`src/rtl/compare_debounce_if.sv`:
```
// compare_debounce_if: groups the comparator flag inputs and the filtered-relation outputs of compare_debounce.
`default_nettype none

interface compare_debounce_if #(
  parameter int CNT_W = 8
);
  logic             clear;
  logic             in_valid;
  logic             AltB;
  logic             AeqB;
  logic             AgtB;
  logic             stable_valid;
  logic             stable_lt;
  logic             stable_eq;
  logic             stable_gt;
  logic             change;
  logic             err;
  logic [CNT_W-1:0] change_cnt;

  modport master (
    output clear, in_valid, AltB, AeqB, AgtB,
    input  stable_valid, stable_lt, stable_eq, stable_gt, change, err, change_cnt
  );

  modport slave (
    input  clear, in_valid, AltB, AeqB, AgtB,
    output stable_valid, stable_lt, stable_eq, stable_gt, change, err, change_cnt
  );
endinterface

`default_nettype wire

```
`src/rtl/compare_debounce.sv`:
```
// ----------------------------------------------------------------------------
// compare_debounce: filters one-hot comparator flags; a relation is accepted after DEPTH identical samples.
// Option COMPARE_DEBOUNCE_STICKY_ERR_EN makes err sticky until rst/clear. Rev 1.0
// ----------------------------------------------------------------------------
`default_nettype none

module compare_debounce #(
  parameter int DEPTH = 4,
  parameter int CNT_W = 8
) (
  input  logic                clk,
  input  logic                rst,
  compare_debounce_if.slave   bus
);

  localparam logic [0:0] c_EMPTY  = 1'b0;
  localparam logic [0:0] c_STABLE = 1'b1;
  localparam logic [7:0] c_DEPTH  = 8'(DEPTH);

  logic [0:0]       r_state;
  logic [2:0]       r_cand;
  logic             r_cand_vld;
  logic [7:0]       r_run;
  logic [2:0]       r_stable;
  logic             r_stable_vld;
  logic             r_change;
  logic             r_err;
  logic [CNT_W-1:0] r_cnt;

  logic [2:0] w_flags;
  logic       w_onehot;
  logic       w_good;
  logic       w_bad;
  logic       w_match;
  logic [7:0] w_run_nxt;
  logic       w_accept;

  // Flags packed as {gt, eq, lt}; the candidate and stable relation use the same one-hot form.
  assign w_flags   = {bus.AgtB, bus.AeqB, bus.AltB};
  assign w_onehot  = (w_flags == 3'b001) || (w_flags == 3'b010) || (w_flags == 3'b100);
  assign w_good    = bus.in_valid && w_onehot;
  assign w_bad     = bus.in_valid && !w_onehot;
  assign w_match   = r_cand_vld && (w_flags == r_cand);
  assign w_run_nxt = !w_match ? 8'd1 : ((r_run == c_DEPTH) ? r_run : r_run + 8'd1);
  assign w_accept  = w_good && (w_run_nxt == c_DEPTH) &&
                     ((r_state == c_EMPTY) || (w_flags != r_stable));

  always_ff @(posedge clk or posedge rst) begin
    if (rst) begin
      r_state      <= c_EMPTY;
      r_cand       <= 3'b000;
      r_cand_vld   <= 1'b0;
      r_run        <= 8'd0;
      r_stable     <= 3'b000;
      r_stable_vld <= 1'b0;
      r_change     <= 1'b0;
      r_err        <= 1'b0;
      r_cnt        <= '0;
    end else if (bus.clear) begin
      r_state      <= c_EMPTY;
      r_cand       <= 3'b000;
      r_cand_vld   <= 1'b0;
      r_run        <= 8'd0;
      r_stable     <= 3'b000;
      r_stable_vld <= 1'b0;
      r_change     <= 1'b0;
      r_err        <= 1'b0;
      r_cnt        <= '0;
    end else begin
      r_change <= 1'b0;
`ifdef COMPARE_DEBOUNCE_STICKY_ERR_EN
      r_err    <= r_err | w_bad;
`else
      r_err    <= w_bad;
`endif
      if (w_bad) begin
        r_run      <= 8'd0;
        r_cand_vld <= 1'b0;
      end else if (w_good) begin
        r_cand     <= w_flags;
        r_cand_vld <= 1'b1;
        r_run      <= w_run_nxt;
        if (w_accept) begin
          r_state      <= c_STABLE;
          r_stable     <= w_flags;
          r_stable_vld <= 1'b1;
          r_change     <= 1'b1;
          if (r_cnt != '1) begin
            r_cnt <= r_cnt + 1'b1;
          end
        end
      end
    end
  end

  assign bus.stable_valid = r_stable_vld;
  assign bus.stable_lt    = r_stable[0];
  assign bus.stable_eq    = r_stable[1];
  assign bus.stable_gt    = r_stable[2];
  assign bus.change       = r_change;
  assign bus.err          = r_err;
  assign bus.change_cnt   = r_cnt;

endmodule

`default_nettype wire
```
`src/flat_wrapper.sv`:
```
// flat-port wrapper written by rule: the top's interface ports become plain ports
module compare_debounce_flat 
#(
  parameter int DEPTH = 4,
  parameter int CNT_W = 8
)
  (clk, rst, bus_clear, bus_in_valid, bus_AltB, bus_AeqB, bus_AgtB, bus_stable_valid, bus_stable_lt, bus_stable_eq, bus_stable_gt, bus_change, bus_err, bus_change_cnt);
  compare_debounce_if #(.CNT_W(CNT_W)) bus_i ();
  input  logic clk;
  input  logic rst;
  input wire logic [$bits(bus_i.clear)-1:0] bus_clear;
  input wire logic [$bits(bus_i.in_valid)-1:0] bus_in_valid;
  input wire logic [$bits(bus_i.AltB)-1:0] bus_AltB;
  input wire logic [$bits(bus_i.AeqB)-1:0] bus_AeqB;
  input wire logic [$bits(bus_i.AgtB)-1:0] bus_AgtB;
  output wire logic [$bits(bus_i.stable_valid)-1:0] bus_stable_valid;
  output wire logic [$bits(bus_i.stable_lt)-1:0] bus_stable_lt;
  output wire logic [$bits(bus_i.stable_eq)-1:0] bus_stable_eq;
  output wire logic [$bits(bus_i.stable_gt)-1:0] bus_stable_gt;
  output wire logic [$bits(bus_i.change)-1:0] bus_change;
  output wire logic [$bits(bus_i.err)-1:0] bus_err;
  output wire logic [$bits(bus_i.change_cnt)-1:0] bus_change_cnt;
  assign bus_i.clear = bus_clear;
  assign bus_i.in_valid = bus_in_valid;
  assign bus_i.AltB = bus_AltB;
  assign bus_i.AeqB = bus_AeqB;
  assign bus_i.AgtB = bus_AgtB;
  assign bus_stable_valid = bus_i.stable_valid;
  assign bus_stable_lt = bus_i.stable_lt;
  assign bus_stable_eq = bus_i.stable_eq;
  assign bus_stable_gt = bus_i.stable_gt;
  assign bus_change = bus_i.change;
  assign bus_err = bus_i.err;
  assign bus_change_cnt = bus_i.change_cnt;
  compare_debounce #(.DEPTH(DEPTH), .CNT_W(CNT_W)) u_core (.clk(clk), .rst(rst), .bus(bus_i));
endmodule
```
`config.mk`:
```
export PLATFORM = sky130hd
export DESIGN_NAME = compare_debounce_flat
export DESIGN_NICKNAME = d
export VERILOG_FILES = /design/src/rtl/compare_debounce_if.sv /design/src/rtl/compare_debounce.sv /design/src/flat_wrapper.sv
export SDC_FILE = /design/constraint.sdc
export NUM_CORES = 1
export LEC_CHECK = 0
export CORE_ASPECT_RATIO = 0.8
export CORE_MARGIN = 5
export CORE_UTILIZATION = 56
export CTS_CLUSTER_SIZE = 28
export DETAILED_ROUTE_END_ITERATION = 10
export PLACE_DENSITY = 0.89
export SLEW_MARGIN = 20
export SYNTH_ARGS = -nofsm -noshare
export SYNTH_HDL_FRONTEND = slang
export SYNTH_SLANG_ARGS = --single-unit
```
`constraint.sdc`:
```
create_clock -name clk -period 6.8 [get_ports clk]
set_clock_uncertainty 0.05 [all_clocks]
set_input_delay 1.36 -clock clk [delete_from_list [all_inputs] [get_ports clk]]
set_output_delay 1.36 -clock clk [all_outputs]
set_load 0.05 [all_outputs]
```
Word level (Yosys, flattened, before mapping)
Index checks and enable logic that the tools add are counted.
{"block": "classes", "n_addsub": 2, "eq_ne": 9, "n_mux": 29, "bitwise": 1, "reduce_logical": 16}
{"op": "$mux W8", "count": 10}
{"op": "$mux W3", "count": 7}
{"op": "$add A8 B1 Y8 const B", "count": 2}
{"op": "$eq A8 B3 Y1 const B", "count": 2}
{"op": "$mux W1", "count": 12}
{"op": "$ne A8 B8 Y1 const B", "count": 1}
{"op": "$reduce_bool A2 Y1", "count": 3}
{"op": "$logic_and A1 B1 Y1", "count": 5}
{"op": "$reduce_and A4 Y1", "count": 1}
{"op": "$eq A3 B1 Y1 const B", "count": 1}
{"op": "$eq A3 B2 Y1 const B", "count": 1}
{"op": "$eq A3 B3 Y1", "count": 1}
{"op": "$eq A3 B3 Y1 const B", "count": 1}
{"op": "$logic_or A1 B1 Y1", "count": 3}
{"op": "$ne A3 B3 Y1", "count": 1}
{"op": "$reduce_and A3 Y1", "count": 1}
{"op": "$reduce_bool A3 Y1", "count": 1}
{"op": "$ne A2 B2 Y1 const B", "count": 1}
{"op": "$reduce_and A2 Y1", "count": 1}
{"op": "$logic_not A1 Y1", "count": 1}
{"op": "$not A1 Y1", "count": 1}
{"block": "word_totals", "reg_bits": 26, "input_bits": 7, "out_inout_bits": 14, "word_cells": 65}

Longest topological paths before layout
Gate-level depths: netlist of the first run.
{"block": "depth", "word_depth": 10, "ltp_mapped": 9, "ltp_nobuf": 8}

Least setup slack after synthesis of the first run
No wires, ideal clock.
{"block": "synth_path", "path_type": "input -> register", "startpoint": "input port bus_AltB", "endpoint": "register u_core.r_cnt[5] (netlist: u_core.bus.change_cnt[5])", "setup_ps": 78, "t_arrival_ps": 3287, "required_ps": 6672, "path_slack_ps": 3385, "stages": 7, "n_path_buf": 1, "cell_sequence": "buf_4 > o21ai_2 > o211ai_4 > a211o_1 > or4_4 > or4_1 > a21oi_1"}
{"block": "synth_between", "elab_chain_len": 8, "elab_cells_between_ends": 20, "cone_classes": "eq/ne (7); mux (1); reduce/logical (12)"}
{"element": "from (decl)", "line": "flat_wrapper.sv:13", "text": "input wire logic [$bits(bus_i.AltB)-1:0] bus_AltB;"}
{"element": "$eq A3 B3 Y1 (tied with other cells)", "line": "compare_debounce.sv:43", "text": "assign w_match = r_cand_vld && (w_flags == r_cand);"}
{"element": "$logic_and A1 B1 Y1 or $logic_or A1 B1 Y1 (tied branches)", "line": "compare_debounce.sv:43, compare_debounce.sv:40"}
{"element": "$mux W8 or $logic_or A1 B1 Y1 (tied branches)", "line": "compare_debounce.sv:44, compare_debounce.sv:40"}
{"element": "$eq A8 B3 Y1 or $logic_and A1 B1 Y1 (tied branches)", "line": "compare_debounce.sv:45, compare_debounce.sv:41"}
{"element": "$logic_and A1 B1 Y1 (2 in series)", "line": "compare_debounce.sv:45", "text": "assign w_accept = w_good && (w_run_nxt == c_DEPTH) &&"}
{"element": "$reduce_bool A2 Y1 (no source line)"}
{"element": "$reduce_and A4 Y1 (no source line) *"}
{"element": "to (signal assigned)", "line": "compare_debounce.sv:89", "text": "r_cnt <= r_cnt + 1'b1;"}
{"element": "to (decl)", "line": "compare_debounce.sv:28", "text": "logic [CNT_W-1:0] r_cnt;"}
Mark *: on every way between the ends. The rest lies on a longest branch, timed or not.
A chain may end at the register's enable or synchronous reset.

Final worst setup path of the first run
{"block": "layout_path", "startpoint": "input port bus_AeqB", "endpoint": "register u_core.r_cnt[7] (netlist: u_core.bus.change_cnt[7])"}
{"block": "layout_between", "elab_chain_len": 8, "elab_cells_between_ends": 20, "cone_classes": "eq/ne (7); mux (1); reduce/logical (12)"}
{"element": "from (decl)", "line": "flat_wrapper.sv:14", "text": "input wire logic [$bits(bus_i.AeqB)-1:0] bus_AeqB;"}
{"element": "$eq A3 B3 Y1 (tied with other cells)", "line": "compare_debounce.sv:43"}
{"element": "$logic_and A1 B1 Y1 or $logic_or A1 B1 Y1 (tied branches)", "line": "compare_debounce.sv:43, compare_debounce.sv:40"}
{"element": "$mux W8 or $logic_or A1 B1 Y1 (tied branches)", "line": "compare_debounce.sv:44, compare_debounce.sv:40"}
{"element": "$eq A8 B3 Y1 or $logic_and A1 B1 Y1 (tied branches)", "line": "compare_debounce.sv:45, compare_debounce.sv:41"}
{"element": "$logic_and A1 B1 Y1 (2 in series)", "line": "compare_debounce.sv:45"}
{"element": "$reduce_bool A2 Y1 (no source line)"}
{"element": "$reduce_and A4 Y1 (no source line) *"}
Marked as above.

==> flow_metrics.tcl, run 1 <==
set metrics [dict create \
    finalPower_uw 263 \
    drive_above_1_share_pct 5.71 \
    p_int_uw 199 \
    gp_congestion 0.860 \
    seq_area_frac_synth_pct 42.4 \
    clock_latency_ps 320 \
    crit_slowest_cell "clkdlybuf4s50_1" \
    final_common_cell "dfrtp_1" \
    synth_fp_nets 174 \
    power_frac_clock_pct 29.7 \
    antenna_found_initial 0 \
    fin_tns_setup_ps 0 \
    slew-limit-headroom_pct 37.2 \
    wl_per_cell_um 15.4 \
    overflow 0 \
    nFillCells 223 \
    ys_top_cells_by_area "dfrtp_1, o21ai_0, mux2i_1" \
    crit_path_max_incr_delay_ps 650 \
    worst_pin_slew_ps 936 \
    cp_top_family "simple AND/OR/NAND/NOR gates" \
    cts_hold_buffers 0 \
    powerDensity_mw_per_mm2 150 \
    diodes 0 \
    vias_per_cell 6.17 \
    vias 1314 \
    firstDrtPassIters 5 \
    max_freq_mhz 262 \
    swShare_pct 24.3 \
    period_share_pct 56.2 \
    fin_crit_ps 3820 \
    synth.distinct_cells 40 \
    detail-route-antenna-nets 0 \
    drtIter0Drc 85 \
    ys_async_sr_fraction_pct 100 \
    cts_htree_levels 1 \
    synth_ff_type "dfrtp_1" \
    holdWs_ps 449 \
    maxSlewViolCount 0 \
    syn_inst 164 \
    cp_max_fo 14 \
    rsz0062_at_grt "no" \
    ys_ff_latch 26 \
    drt-total-wl_mm 3.28 \
    crit_type "input pin to flop" \
    gr-usage-all-layers_pct 19.0 \
    avgSynthCellArea_um2 9.36 \
    power.switching_uw 63.9 \
    required_ps 7000 \
    die_h_um 56.8 \
    multiInputGateArea_um2 796 \
    path_cells "clkdlybuf4s50_1, xor2_2, o211ai_4, a211o_1, or4_4, or4_1, a21oi_1" \
    pwr-share-comb_pct 10.1 \
    yosys_warnings 0 \
    clkSinkCount 26 \
    hold_viol_final 0 \
    yosys.area.top_type "dfrtp_1" \
    cts_resized 0 \
    crit_buf_inv 1 \
    finalSetupViolations 0 \
    core-area_mm2 0.00270 \
    grt_pass1_vias 1248 \
    die_area_mm2 0.00390 \
    min-delay-path-class "flop to flop" \
    dp_hpwl_mm 2.35 \
    cts_buffers 3 \
    grt_pass1_wl_mm 5.73 \
    nNetsFinal 186 \
    grt_start_max_net_pins 27 \
    seqCellArea_um2 651 \
    die_w_um 68.5 \
    final_cell_mix "dfrtp_1, clkdlybuf4s50_1, o21ai_0" \
    drc_errors 0 \
    power.leakage_nw 0.725 \
    cap_violations 0 \
    crit_arrival_ps 4020 \
    synth-edff-count 0 \
    finish.utilization_pct 64.9 \
    area_growth_pct 14.2 \
    seqPwrFrac_pct 60.2 \
    cts_tree "built" \
    cts.path.max_buffers 2 \
    boundaryPins 21 \
    start_kind "input pin" \
    endpoint_kind "flop" \
    yosysTopAreaCellShare_pct 42.4 \
    status "completed" \
    syn_area_mm2 0.00154 \
    io_buffers 20 \
    cts_root_buf "clkbuf_4" \
    ir_drop_mv 0.130 \
    rows 17 \
    cts_setup_buffers 0 \
    initial_core_util_pct 56.8 \
    clk_pin_slew_ps 140 \
]
==> Yosys cell counts (all sizes together), types with 6 or more instances <==
cell     n
dfrtp   26
o21ai   17
nor2    14
a21oi   10
buf      7
clkbuf   6
inv      6
mux2i    6
nand3    6
xnor2    6
xor2     6
==> worst reg2reg max path, stage by stage (launching register included) <==
cell	delay, ps
dfrtp_1	510
inv_1	130
ha_1	330
nand2b_1	160
a41oi_1	190
a32oi_1	170
or4_4	660
or4_1	530
a21oi_1	150
==> area by class of cell <==
class,instances,share of cell area (%)
inverter,6,1.28
clock buffer,4,2.07
timing repair buffer,20,11.4
sequential,26,37.1
tap,38,2.71
multi-input combinational,119,45.4
==> logic make-up after synthesis <==
logic type               share of synthesized area, %
multiplexers                                     3.91
adder cells (fa/ha/maj)                          2.45
buffers and inverters                            5.79
XOR/XNOR                                         7.34
AND/OR/NAND/NOR                                  19.9
AO/OA/AOI/OAI                                    18.3
flip-flops                                       42.4
==> per-stage QoR <==
step / worst slack [ps] / area (µm²) / cells
2_1_floorplan: 3380 / 1540 / 164
3_3_place_gp: 2720 / 1720 / 209
3_5_place_dp: 2630 / 1720 / 209
4_1_cts: 2990 / 1750 / 213
5_1_grt: 2820 / 1750 / 213
6_report: 2980 / 1750 / 213
==> registers in the layout (all words and copies together), names as in the netlist <==
signal and count:
u_core.bus.change 1, u_core.bus.change_cnt 8, u_core.bus.err 1, u_core.r_cand 3, u_core.r_cand_vld 1, u_core.r_run 8, u_core.r_stable 3, u_core.r_state 1
==> power by group through the flow <==
stage / Combinational, mW / Sequential (mW) / Clock (mW)
floorplan: 0.0181 / 0.162 / 0
global placement: 0.0252 / 0.161 / 0
detailed placement: 0.0266 / 0.161 / 0
CTS: 0.0267 / 0.158 / 0.0812
global route: 0.0293 / 0.159 / 0.0889
finish: 0.0265 / 0.159 / 0.0783
==> worst paths after layout <==
path | depth (start not counted) | from | endpoint | slack (ps)
max | 7 | bus_AeqB | u_core.bus.change_cnt[7] | 2980
min | 1 | u_core.r_cand_vld | u_core.r_cand_vld | 450
max reg2reg | 8 | u_core.r_run[0] | u_core.bus.change_cnt[7] | 3860
min in group asynchronous | 2 | rst | u_core.r_run[3] | 1360
min reg2reg | 1 | u_core.r_cand_vld | u_core.r_cand_vld | 450
max in group asynchronous | 2 | rst | u_core.r_state | 4890
==> per-layer routing <==
layer	track usage, %	share of wire (%)	up-vias
li1	-	-	615
met1	25.5	42	626
met2	28.7	48	61
met3	6.00	7.8	12
met4	5.95	2.1	0
met5	0	0	-
Note: power is estimated with default switching activity, not from simulation.
==> run 2, diff against run 1 <==
--- a/config.mk
+++ b/config.mk
@@ -7,10 +7,10 @@
 export LEC_CHECK = 0
 export CORE_ASPECT_RATIO = 0.8
 export CORE_MARGIN = 5
-export CORE_UTILIZATION = 56
+export CORE_UTILIZATION = 49
 export CTS_CLUSTER_SIZE = 28
 export DETAILED_ROUTE_END_ITERATION = 10
-export PLACE_DENSITY = 0.89
+export PLACE_DENSITY = 0.83
 export SLEW_MARGIN = 20
 export SYNTH_ARGS = -nofsm -noshare
 export SYNTH_HDL_FRONTEND = slang
==> constraint.sdc (replaced) <==
create_clock -name clk -period 3.2 [get_ports clk]
set_clock_uncertainty 0.05 [all_clocks]
set_input_delay 0.64 -clock clk [delete_from_list [all_inputs] [get_ports clk]]
set_output_delay 0.64 -clock clk [all_outputs]
set_load 0.05 [all_outputs]
==> run 2 against run 1 <==
Compared with the run above: hold slack gained 2.3 ps; routed wire length grew 10%; clock-buffer cell count shrank 1; utilization shrank 3.3 points; register-to-register slack lost 3500 ps; total power grew to 2.6 times the previous value; sequential power grew 110%; critical path depth is the same; first-iteration DRC count grew 58%; sequential cell count is the same; combinational power grew 150%; clock power grew to 3.5 times the previous value; critical endpoint unchanged.
==> flow_metrics.tcl, run 2 (synthesized netlist as in run 1, its figures left out) <==
set metrics [dict create \
    die_area_mm2 0.00436 \
    powerDensity_mw_per_mm2 363 \
    cp_max_fo 7 \
    antenna_found_initial 0 \
    die_h_um 60.1 \
    crit_arrival_ps 3170 \
    holdWs_ps 451 \
    wl_per_cell_um 16.0 \
    crit_type "input pin to flop" \
    nFillCells 254 \
    fin_area_mm2 0.00187 \
    pwr-share-comb_pct 9.7 \
    power_frac_clock_pct 40.7 \
    multiInputGateArea_um2 796 \
    worst_r2r_endpoint "u_core.bus.change_cnt[7]" \
    cp_top_family "simple AND/OR/NAND/NOR gates" \
    drtIter0Drc 134 \
    cts_htree_levels 1 \
    clkSinkCount 26 \
    maxSlewViolCount 0 \
    power.leakage_nw 0.794 \
    diodes 0 \
    start_kind "input pin" \
    period_share_pct 94.1 \
    cap_violations 0 \
    cts.path.max_buffers 2 \
    crit_slowest_cell "clkdlybuf4s50_1" \
    required_ps 3360 \
    gp_congestion 0.943 \
    worstHoldPathCells 1 \
    cts_tree "built" \
    grt_start_max_net_pins 27 \
    seqCellArea_um2 651 \
    io_buffers 20 \
    slew-limit-headroom_pct 65.4 \
    grt_pass1_vias 1378 \
    status "completed" \
    detail-route-antenna-nets 0 \
    vias_per_cell 6.08 \
    nNetsFinal 197 \
    min-delay-path-class "flop to flop" \
    drive_above_1_share_pct 11.3 \
    gr-usage-all-layers_pct 18.1 \
    vias 1374 \
    area_growth_pct 22.0 \
    max_freq_mhz 332 \
    cts_resized 0 \
    rsz0062_at_grt "no" \
    drt-total-wl_mm 3.62 \
    seqPwrFrac_pct 49.6 \
    grt_pass1_wl_mm 6.27 \
    initial_core_util_pct 50.5 \
    fin_crit_ps 3010 \
    endpoint_kind "flop" \
    ir_drop_mv 0.259 \
    r2r_setup_slack_ps 370 \
    p_int_uw 528 \
    final_cell_mix "dfrtp_1, clkdlybuf4s50_1, o21ai_0" \
    cts_buffers 3 \
    path_cells "clkdlybuf4s50_1, xor2_2, o211ai_4, a211o_1, or4_4, or4_1, a21oi_1" \
    dp_hpwl_mm 2.57 \
    swShare_pct 22.2 \
    final_common_cell "dfrtp_1" \
    hold_end "u_core.r_cand_vld" \
    die_w_um 72.6 \
    worst_pin_slew_ps 517 \
    clk_pin_slew_ps 90 \
    reg2regPathDepth 8 \
    finish.utilization_pct 61.6 \
    power.switching_uw 151 \
    cts_hold_buffers 0 \
    overflow 0 \
    placed_area_mm2 0.00180 \
    finalSetupViolations 0 \
    rows 18 \
    cts_setup_buffers 0 \
    hold_viol_final 0 \
    crit_buf_inv 1 \
    clock_latency_ps 270 \
    worstReg2RegStart "u_core.r_run[0]" \
    crit_path_max_incr_delay_ps 630 \
    min-delay-start "u_core.r_cand_vld" \
    drc_errors 0 \
    cts_root_buf "clkbuf_8" \
    boundaryPins 21 \
    firstDrtPassIters 4 \
    core-area_mm2 0.00304 \
]
run 2: final cells by class:
class                      instances  share of cell area [%]
clock buffer                       3                    2.20
clock inverter                     1                    1.60
inverter                           6                    1.20
multi-input combinational        119                    42.5
sequential                        26                    34.7
tap                               40                    2.67
timing repair buffer              31                    15.1
run 2: layer usage:
metal / vias up / global-route usage, % / part of all wire [%]
met2: 53 / 32.4 / 50
met3: 7 / 1.85 / 4.6
li1: 632 / - / -
met1: 682 / 22.9 / 44
met5: - / 0 / 0
met4: 0 / 6.05 / 1.3
run 2: stage by stage:
stage               power, mW  cells  worst slack, ps  setup TNS, ps
floorplan               0.383    164              505              0
global placement        0.405    222             8.92              0
detailed placement      0.409    222            -89.9           -220
CTS                     0.681    226              196              0
global route            0.700    226             82.5              0
finish                  0.679    226              188              0
run 2: how the worst max path moves through the flow:
stage / startpoint / endpoint / depth (start not counted)
final: bus_AeqB / u_core.bus.change_cnt[7] / 7
after global routing: bus_AeqB / u_core.bus.change_cnt[5] / 7
after CTS: bus_AeqB / u_core.bus.change_cnt[7] / 7
after detailed placement: bus_AeqB / u_core.bus.change_cnt[7] / 7
after global placement: bus_AeqB / u_core.bus.change_cnt[7] / 7
after floorplan: bus_AltB / u_core.bus.change_cnt[5] / 7
run 2: power by group through the flow:
stage	sequential [mW]	clock, mW	combinational [mW]
after global routing	0.337	0.291	0.0726
after CTS	0.337	0.278	0.0661
after detailed placement	0.343	0	0.0655
after floorplan	0.345	0	0.0385
after global placement	0.343	0	0.0622
final	0.337	0.276	0.0660
